## src/rtl/tdm_demux1to8_jdl25175_pkg.sv

```systemverilog
// Shared definitions for the TDM 1-to-8 serial demultiplexer.
// Optional feature: define TDM_PARITY_EN to add an even-parity slot after
// the N data slots (frame becomes N+1 slots, parity_err becomes live).
package tdm_demux1to8_jdl25175_pkg;

    // Default slot-index width; N = 2**SEL_W slots per frame.
    localparam int DEFAULT_SEL_W = 3;

    // Receiver FSM encodings.
    typedef enum logic [1:0] {
        IDLE    = 2'd0,
        COLLECT = 2'd1,
        PARITY  = 2'd2
    } state_t;

endpackage

```

## src/rtl/slot_counter_jdl25175.sv

```systemverilog
// Slot index counter: loads 1 when a frame starts (slot 0 is taken in the
// same cycle as sync), clears to 0 at frame end, steps per data slot.
// tc flags the last data slot (N-1).
module slot_counter_jdl25175
    import tdm_demux1to8_jdl25175_pkg::*;
#(
    parameter int SEL_W = DEFAULT_SEL_W
) (
    input  logic             clk,
    input  logic             rst,
    input  logic             en,
    input  logic             start,
    input  logic             clear,
    input  logic             step,
    output logic [SEL_W-1:0] count,
    output logic             tc
);

    // Slot index register; start wins over clear, clear over step.
    always_ff @(posedge clk or posedge rst) begin
        if (rst) begin
            count <= '0;
        end else if (en) begin
            if (start) begin
                count <= SEL_W'(1);
            end else if (clear) begin
                count <= '0;
            end else if (step) begin
                count <= count + SEL_W'(1);
            end
        end
    end

    assign tc = (count == {SEL_W{1'b1}});

endmodule

```

## src/rtl/tdm_demux1to8_jdl25175.sv

```systemverilog
// Receive side of a TDM serial line: de-serializes one bit per enabled
// clock into an N-bit word, slot k -> dout[k], frame start marked by sync.
// Optional feature: define TDM_PARITY_EN for a trailing even-parity slot.
module tdm_demux1to8_jdl25175
    import tdm_demux1to8_jdl25175_pkg::*;
#(
    parameter int SEL_W = DEFAULT_SEL_W
) (
    input  logic                  clk,
    input  logic                  rst,
    input  logic                  en,
    input  logic                  sync,
    input  logic                  din,
    output logic [(2**SEL_W)-1:0] dout,
    output logic                  valid,
    output logic [SEL_W-1:0]      slot,
    output logic                  busy,
    output logic                  frame_err,
    output logic                  parity_err
);

    localparam int N = 2**SEL_W;

    state_t         state, state_n;
    logic [N-1:0]   acc, acc_n;
    logic [N-1:0]   dout_n;
    logic           valid_n;
    logic           frame_err_n;
    logic           cnt_start;
    logic           cnt_clear;
    logic           cnt_step;
    logic           last_slot;
`ifdef TDM_PARITY_EN
    logic           parity_err_n;
`endif

    slot_counter_jdl25175 #(.SEL_W(SEL_W)) u_slot_counter (
        .clk   (clk),
        .rst   (rst),
        .en    (en),
        .start (cnt_start),
        .clear (cnt_clear),
        .step  (cnt_step),
        .count (slot),
        .tc    (last_slot)
    );

    // Next-state, accumulator and output-pulse decode.
    always_comb begin
        // NOTE: every signal gets a default before the case so that no path
        // leaves one unassigned; that is what keeps this block latch-free.
        state_n     = state;
        acc_n       = acc;
        dout_n      = dout;
        valid_n     = 1'b0;
        frame_err_n = 1'b0;
        cnt_start   = 1'b0;
        cnt_clear   = 1'b0;
        cnt_step    = 1'b0;
`ifdef TDM_PARITY_EN
        parity_err_n = 1'b0;
`endif
        if (en) begin
            unique case (state)
                IDLE: begin
                    if (sync) begin
                        acc_n     = '0;
                        acc_n[0]  = din;
                        cnt_start = 1'b1;
                        state_n   = COLLECT;
                    end
                end
                COLLECT: begin
                    if (sync) begin
                        // Early sync: drop the partial word, din is new slot 0.
                        frame_err_n = 1'b1;
                        acc_n       = '0;
                        acc_n[0]    = din;
                        cnt_start   = 1'b1;
                    end else begin
                        acc_n[slot] = din;
                        if (last_slot) begin
                            cnt_clear = 1'b1;
`ifdef TDM_PARITY_EN
                            state_n   = PARITY;
`else
                            dout_n    = acc_n;
                            valid_n   = 1'b1;
                            state_n   = IDLE;
`endif
                        end else begin
                            cnt_step = 1'b1;
                        end
                    end
                end
`ifdef TDM_PARITY_EN
                PARITY: begin
                    if (sync) begin
                        frame_err_n = 1'b1;
                        acc_n       = '0;
                        acc_n[0]    = din;
                        cnt_start   = 1'b1;
                        state_n     = COLLECT;
                    end else begin
                        dout_n       = acc;
                        valid_n      = 1'b1;
                        parity_err_n = ^{acc, din};
                        state_n      = IDLE;
                    end
                end
`endif
                default: state_n = IDLE;
            endcase
        end
    end

    // State, accumulator and registered outputs.
    always_ff @(posedge clk or posedge rst) begin
        if (rst) begin
            state     <= IDLE;
            acc       <= '0;
            dout      <= '0;
            valid     <= 1'b0;
            frame_err <= 1'b0;
            busy      <= 1'b0;
        end else begin
            // NOTE: non-blocking assignments here so every register samples
            // the pre-edge values computed above, independent of order.
            state     <= state_n;
            acc       <= acc_n;
            dout      <= dout_n;
            valid     <= valid_n;
            frame_err <= frame_err_n;
            busy      <= (state_n != IDLE);
        end
    end

`ifdef TDM_PARITY_EN
    // Parity error pulse, aligned with valid.
    always_ff @(posedge clk or posedge rst) begin
        if (rst) begin
            parity_err <= 1'b0;
        end else begin
            parity_err <= parity_err_n;
        end
    end
`else
    assign parity_err = 1'b0;
`endif

endmodule
```

## config.mk

```make
export PLATFORM = sky130hd
export DESIGN_NAME = tdm_demux1to8_jdl25175
export DESIGN_NICKNAME = d
export VERILOG_FILES = /design/src/rtl/tdm_demux1to8_jdl25175_pkg.sv /design/src/rtl/slot_counter_jdl25175.sv /design/src/rtl/tdm_demux1to8_jdl25175.sv
export SDC_FILE = /design/constraint.sdc
export NUM_CORES = 1
export LEC_CHECK = 0
export BUFFER_PORTS_ARGS = -buffer_cell sky130_fd_sc_hd__buf_2
export CAP_MARGIN = 20
export CORE_MARGIN = 2
export CORE_UTILIZATION = 30
export DETAILED_ROUTE_END_ITERATION = 6
export PLACE_DENSITY_LB_ADDON = 0.3
export SYNTH_ARGS = -nofsm -noshare
export SYNTH_HDL_FRONTEND = slang
export SYNTH_SLANG_ARGS = --single-unit
```

## constraint.sdc

```tcl
create_clock -name clk -period 3 [get_ports clk]
set_clock_uncertainty 0.1 [all_clocks]
set_input_delay 0.15 -clock clk [delete_from_list [all_inputs] [get_ports clk]]
set_output_delay 0.15 -clock clk [all_outputs]
set_load 0.005 [all_outputs]
```

==> summary.md, run 1 <==
| Metric | Value |
|---|---|
| Status | `complete, but fails checks` |
| Failing checks | `hold timing` |
| Post-route antenna net violation count | `0` |
| Vias in the first global route | `767` |
| Final setup viols | `0` |
| Placed cell area | `1260 sq um` |
| TritonCTS buffer count | `3` |
| Die area | `between 4000 and 5000 sq um` |
| Flop pwr share | `about half` |
| Slew margin rel. | `38.5%` |
| Yosys cell types | `29` |
| Setup_tns | `0 ps` |
| Mapped Nets | `117` |
| Root buf cell | `clkbuf_8` |
| CTS Buffer Depth | `2` |
| Layout cells sized above 1 | `25.8%` |
| Placer Congestion | `0.766` |
| First-pass GRT wire length | `3.70 mm` |
| Worst endpoint required time | `between 3000 and 4000 ps` |
| Synth warn | `0` |
| Startpoint Class | `flip-flop` |
| Largest net degree at the start of global routing | `25` |
| Pwr Density | `between 600 and 700 nW/um^2` |
| Final instance area | `approximately 1300 sq um` |
| Initial Utilization | `31.2%` |
| Fin crit share | `between 60% and 70%` |
| H-tree levels | `1` |
| I/O pin cnt | `20` |
| DRC | `0` |
| Layout area overhead | `13.9%` |
| Worst setup EP type | `flip-flop` |
| Switching Share | `30.8%` |
| Hold Buf Count CTS | `0` |
| Worst EP arrival | `2080 ps` |
| HPWL Detailed | `1.46 mm` |
| Post-layout min period | `1980 ps` |
| Maxcap violations | `0` |
| Clock Latency Late Sink | `270 ps` |
| Core Area | `3690 sq um` |
| Post-synth top area cell | `dfrtp_1` |
| Die height | `between 60 and 70 um` |
| Post-synth top area share | `52.2%` |
| Initial antenna violation count | `0` |
| Rows | `22` |
| Net switching power | `~0.26 mW` |
| TritonCTS clock tree | `yes` |
| CTS sink count | `24` |
| Final hold violations | `24` |
| Total setup buffers inserted after CTS | `0` |
| Reg clk slew, reported paths | `90 ps` |
| # diodes | `0` |
| Non-filler cells, final | `between 150 and 200` |
| Clock share of power | `26.7%` |
| Sequential fraction of the synthesis area | `52.2%` |
| Synth area leaders | `dfrtp_1 52%, mux2i_1 7.8%, a21oi_1 3.9%` |
| Mapped Cells | `109` |
| PostCTS Resize Cnt | `0` |
| Fin Hold WS | `-32.1 ps` |
| Port buffer count | `18` |
| Syn Area/Cell | `10.6 sq um` |
| Yosys reg bits | `24` |
| Post-Syn Area | `1150 sq um` |
| Fmax | `between 500 and 600 MHz` |
| Initial DRC Count | `23` |
| Cells after DPL | `168` |
| Hold Path Class | `in2async` |
| Drt pass-1 iters | `4` |
| Die Width | `65.9 um` |
| Final Power | `0.834 mW` |
| Slew @ Worst Pin | `922 ps` |
| Final-stage net count | `133` |
| Final wirelength | `2.17 mm` |
| Gr ovfl total | `0` |
| WS Path Type | `reg2reg` |
| Max IR drop VDD | `between 200 and 300 uV` |
| Routed vias | `789` |
| Leak | `about 0.64 nW` |
| Comb pwr share | `22.6%` |
| Via/cell ratio | `roughly 4.6` |
| Routed WL per cell | `~13 um` |
| RSZ-0062 raised after global routing | `no` |
| Total GRT Usage | `11.4%` |
| Slew Limit Fails | `0` |
| Pint | `a little under 0.6 mW` |
| Crit Path Max Fanout | `20` |
==> registers in the layout, indices dropped and copies added (netlist names) <==
name and cells:
u_slot_counter.count 3, frame_err 1, acc 8, valid 1
dout 8, state 2, busy 1
==> Yosys cell counts (all sizes together) <==
library cell / number
and2b: 1
nor3b: 2
nand3: 1
nor2: 14
o21ai: 10
ha: 3
nand4bb: 1
nand2: 12
buf: 6
clkbuf: 1
dfrtp: 24
or2: 1
mux2i: 9
nor3: 1
nor4: 1
nand4b: 2
nor2b: 2
inv: 3
conb: 1
mux2: 1
nand3b: 3
a21oi: 10
==> layer usage <==
layer / vias up / wire [um] / track usage (%) / part of all wire [%]
met1: 372 / 1080 / 15.2 / 50
met2: 15 / 982 / 17.6 / 45
met4: 0 / 29 / 6.12 / 1.3
met5: - / 0 / 0 / 0
li1: 398 / - / - / -
met3: 4 / 77 / 1.87 / 3.5
==> cell type report <==
cell class | count | area, sq um
well taps | 48 | 60.1
inverters | 3 | 11.3
clock buffers | 4 | 55.1
repair buffers | 18 | 90.1
flip-flops and latches | 24 | 601
fillers | 387 | 2380
multi-input cells | 75 | 494
==> power groups by stage <==
stage | sequential [mW] | clock, mW | combinational (mW)
after floorplan | 0.403 | 0 | 0.163
after detailed placement | 0.430 | 0 | 0.191
after global placement | 0.423 | 0 | 0.195
final | 0.423 | 0.223 | 0.188
after CTS | 0.423 | 0.229 | 0.192
after global routing | 0.434 | 0.242 | 0.215
==> stage by stage <==
step	setup slack, ps	util, %
5_1_grt	697	35.5
6_report	1020	35.5
3_5_place_dp	1000	34.1
2_1_floorplan	1460	-
4_1_cts	1000	35.5
3_3_place_gp	1110	34.1
==> worst paths after layout <==
check,end,from,slack [ps],cells past startpoint
worst min register to register,acc[2],acc[2],390,2
worst min-delay path,acc[2],rst,-30,2
min in group clk,state[1],en,30,2
worst max register to register,dout[4],u_slot_counter.count[0],1020,6
worst max-delay path,dout[4],u_slot_counter.count[0],1020,6
max in group asynchronous,dout[4],rst,2270,2
==> worst max-delay path: stages (launching register included) <==
cell	delay, ps
dfrtp_1	550
ha_1	230
ha_1	140
inv_1	50
nor2_2	620
nor2_1	80
a21oi_1	140
==> logic make-up (layout without fill, tap and decap cells) <==
group / Yosys count / after routing / share of synthesized area [%]
other: 1 / 1 / 0.326
buffers and inverters: 10 / 25 / 4.89
AOI/OAI and AO/OA: 20 / 20 / 9.67
adders and majority gates: 3 / 3 / 3.26
muxes: 10 / 10 / 9.13
and+or+nand+nor: 41 / 41 / 20.5
DFF: 24 / 24 / 52.2
==> placed cells by master (no fill, tap or decap), drive strengths merged, types with 3 or more instances in the layout <==
master,count
buf,18
inv,3
nand2,12
dfrtp,24
o21ai,10
clkbuf,4
ha,3
a21oi,10
mux2i,9
nand3b,3
nor2,14
(Power assumes the default switching activity.)
==> inputs of run 2 (changes only) <==
- clock period: 3 -> 1.77 ns (I/O delays scaled with it)
==> run 2 against run 1 <==
Against the previous run:
- the run now ends clean
- setup slack lost 870 ps
- maximum frequency grew 22%
- clock-buffer cell count is the same
- global-route usage grew 0.59 points
- hold slack gained 120 ps
- via count grew 5.2%
- combinational power grew 120%
- critical path depth shrank 1
- die area is the same
- cell count grew 5.2%
- core utilization grew 2.0 points
- sequential share of layout area shrank 2.4 points
- highest routed layer unchanged
==> summary.md, run 2 (synthesis results as in run 1) <==
| Metric | Value |
|---|---|
| Hold endpoint | `frame_err` |
| Pwr Density | `1060 nW/um^2 (+66%)` |
| Largest net degree at the start of global routing | `25 (unchanged)` |
| Layout area overhead | `20.3%` |
| DRC | `0 (unchanged)` |
| Post-route antenna net violation count | `0 (unchanged)` |
| Worst EP arrival | `1700 ps (-380 ps)` |
| Die area | `4350 sq um (unchanged)` |
| I/O pin cnt | `20 (unchanged)` |
| FF-to-FF Start | `u_slot_counter.count[0]` |
| Worst endpoint required time | `1850 ps (-1250 ps)` |
| Slew Limit Fails | `0 (unchanged)` |
| Root buf cell | `clkbuf_8` |
| Max IR drop VDD | `350 uV (+30%)` |
| R2R depth | `5 (-1)` |
| Gr ovfl total | `0 (unchanged)` |
| Leak | `0.684 nW (+6.8%)` |
| Setup ws final | `147 ps (-870 ps)` |
| Setup_tns | `0 ps (unchanged)` |
| Routed WL per cell | `12.4 um (-1.7%)` |
| Fin crit share | `91.7% (+26 points)` |
| Drt pass-1 iters | `4 (unchanged)` |
| Commonest non-fill, non-tap cell in the layout | `dfrtp_1` |
| Maxcap violations | `0 (unchanged)` |
| Most frequent cells in the layout | `23 x dfrtp_1, 18 x buf_2, 12 x nand2_1, 12 x nor2_1` |
| CTS Buffer Depth | `2 (unchanged)` |
| # diodes | `0 (unchanged)` |
| Crit Path Max Fanout | `6 (-70%)` |
| WS Path Type | `reg2reg` |
| Reg2Reg Setup Slack | `150 ps (-870 ps)` |
| H-tree levels | `1 (unchanged)` |
| Port buffer count | `18 (unchanged)` |
| Startpoint Class | `flip-flop` |
| TritonCTS buffer count | `3 (unchanged)` |
| Final hold violations | `0 (-100%)` |
| HPWL Detailed | `1.64 mm (+12%)` |
| Place WS | `144 ps (-860 ps)` |
| Fin util | `37.6% (+2.0 points)` |
| Biggest regs | `acc x8, dout x8, u_slot_counter.count x3` |
| Worst setup EP type | `flip-flop` |
| Status | `completed` |
| Clock Latency Late Sink | `260 ps (about the same)` |
| Hold Path Origin | `sync` |
| Final wirelength | `2.24 mm (+3.4%)` |
| Die height | `65.9 um (unchanged)` |
| Reg clk slew, reported paths | `80 ps (about the same)` |
| RSZ-0062 raised after global routing | `no` |
| Initial DRC Count | `15 (-35%)` |
| Die Width | `65.9 um (unchanged)` |
| Capture point of the worst reg-to-reg path | `u_slot_counter.count[2]` |
| Post-layout min period | `1620 ps (-360 ps)` |
| Crit path from | `u_slot_counter.count[0]` |
| Total GRT Usage | `12.0% (+0.59 points)` |
| Core Area | `3690 sq um (unchanged)` |
| CTS sink count | `24 (unchanged)` |
| Final setup viols | `0 (unchanged)` |
| Layout cells sized above 1 | `30.1% (+4.3 points)` |
| Vias in the first global route | `835 (+8.9%)` |
| Initial Utilization | `31.2% (unchanged)` |
| First-pass GRT wire length | `3.95 mm (+6.9%)` |
| Via/cell ratio | `4.59 (about the same)` |
| TritonCTS clock tree | `yes` |
| Fill cells | `396 (+2.3%)` |
| Fmax | `616 MHz (+22%)` |
| Placer Congestion | `0.752 (-1.8%)` |
| Routed vias | `830 (+5.2%)` |
| Initial antenna violation count | `0 (unchanged)` |
| Hold Path Class | `in2reg` |
| Rows | `22 (unchanged)` |
| Final-stage net count | `142 (+6.8%)` |
| Hold Path Depth | `3` |
==> run 2: changes by cell type in the layout (fill, tap and decap cells not counted), sizes merged <==
cell | before | now
dlygate4sd3 | 0 | 2
buf | 18 | 25
==> run 2: area by class of cell <==
type,instances,area [sq um],share of cell area (%)
well taps,48,60.1,4.34
multi-input cells,75,494,35.7
inverters,3,11.3,0.813
clock buffers,4,55.1,3.97
repair buffers,27,163,11.7
flip-flops and latches,24,602,43.5
==> run 2: worst max path at each step <==
| stage | end | slack [ps] | cells past startpoint |
|---|---|---|---|
| 2_1_floorplan | acc[0] | 230 | 5 |
| 3_3_place_gp | u_slot_counter.count[0] | 230 | 6 |
| 3_5_place_dp | busy | 140 | 6 |
| 5_1_grt | u_slot_counter.count[0] | 20 | 6 |
| 4_1_cts | u_slot_counter.count[2] | 130 | 5 |
| 6_report | u_slot_counter.count[2] | 150 | 5 |
==> run 2: power breakdown <==
group	internal [mW]	leakage, nW	switching, mW
Clock	0.198	0.0288	0.163
Sequential	0.625	0.321	0.0607
Combinational	0.205	0.334	0.214
==> run 2: per-layer routing <==
metal,track usage (%),wire [um]
met1,16.5,1090
met2,18.8,1080
met3,2.04,64
met4,4.59,14
met5,0,0
==> run 2: what timing repair did <==
action	in CTS	in global routing
setup buffers	0	0
hold buffers	2	0
hold endpoints to repair	26	0
gates resized for setup	0	1
setup endpoints to repair	0	2
==> run 2: critical path: stages, from the launching register on <==
cell,delay [ps]
dfrtp_2,440
ha_1,240
ha_1,200
nor2b_1,220
nand4b_1,150
a21oi_1,200
==> run 2: through the flow <==
stage | std cells | hold slack, ps | total power, mW | instance area [sq um]
after floorplan | 109 | 3.12 | 0.959 | 1150
after global placement | 175 | 46.1 | 1.10 | 1310
after detailed placement | 175 | 52.7 | 1.11 | 1310
after CTS | 181 | 79.5 | 1.48 | 1380
after global routing | 181 | 104 | 1.58 | 1390
final | 181 | 88.8 | 1.47 | 1390
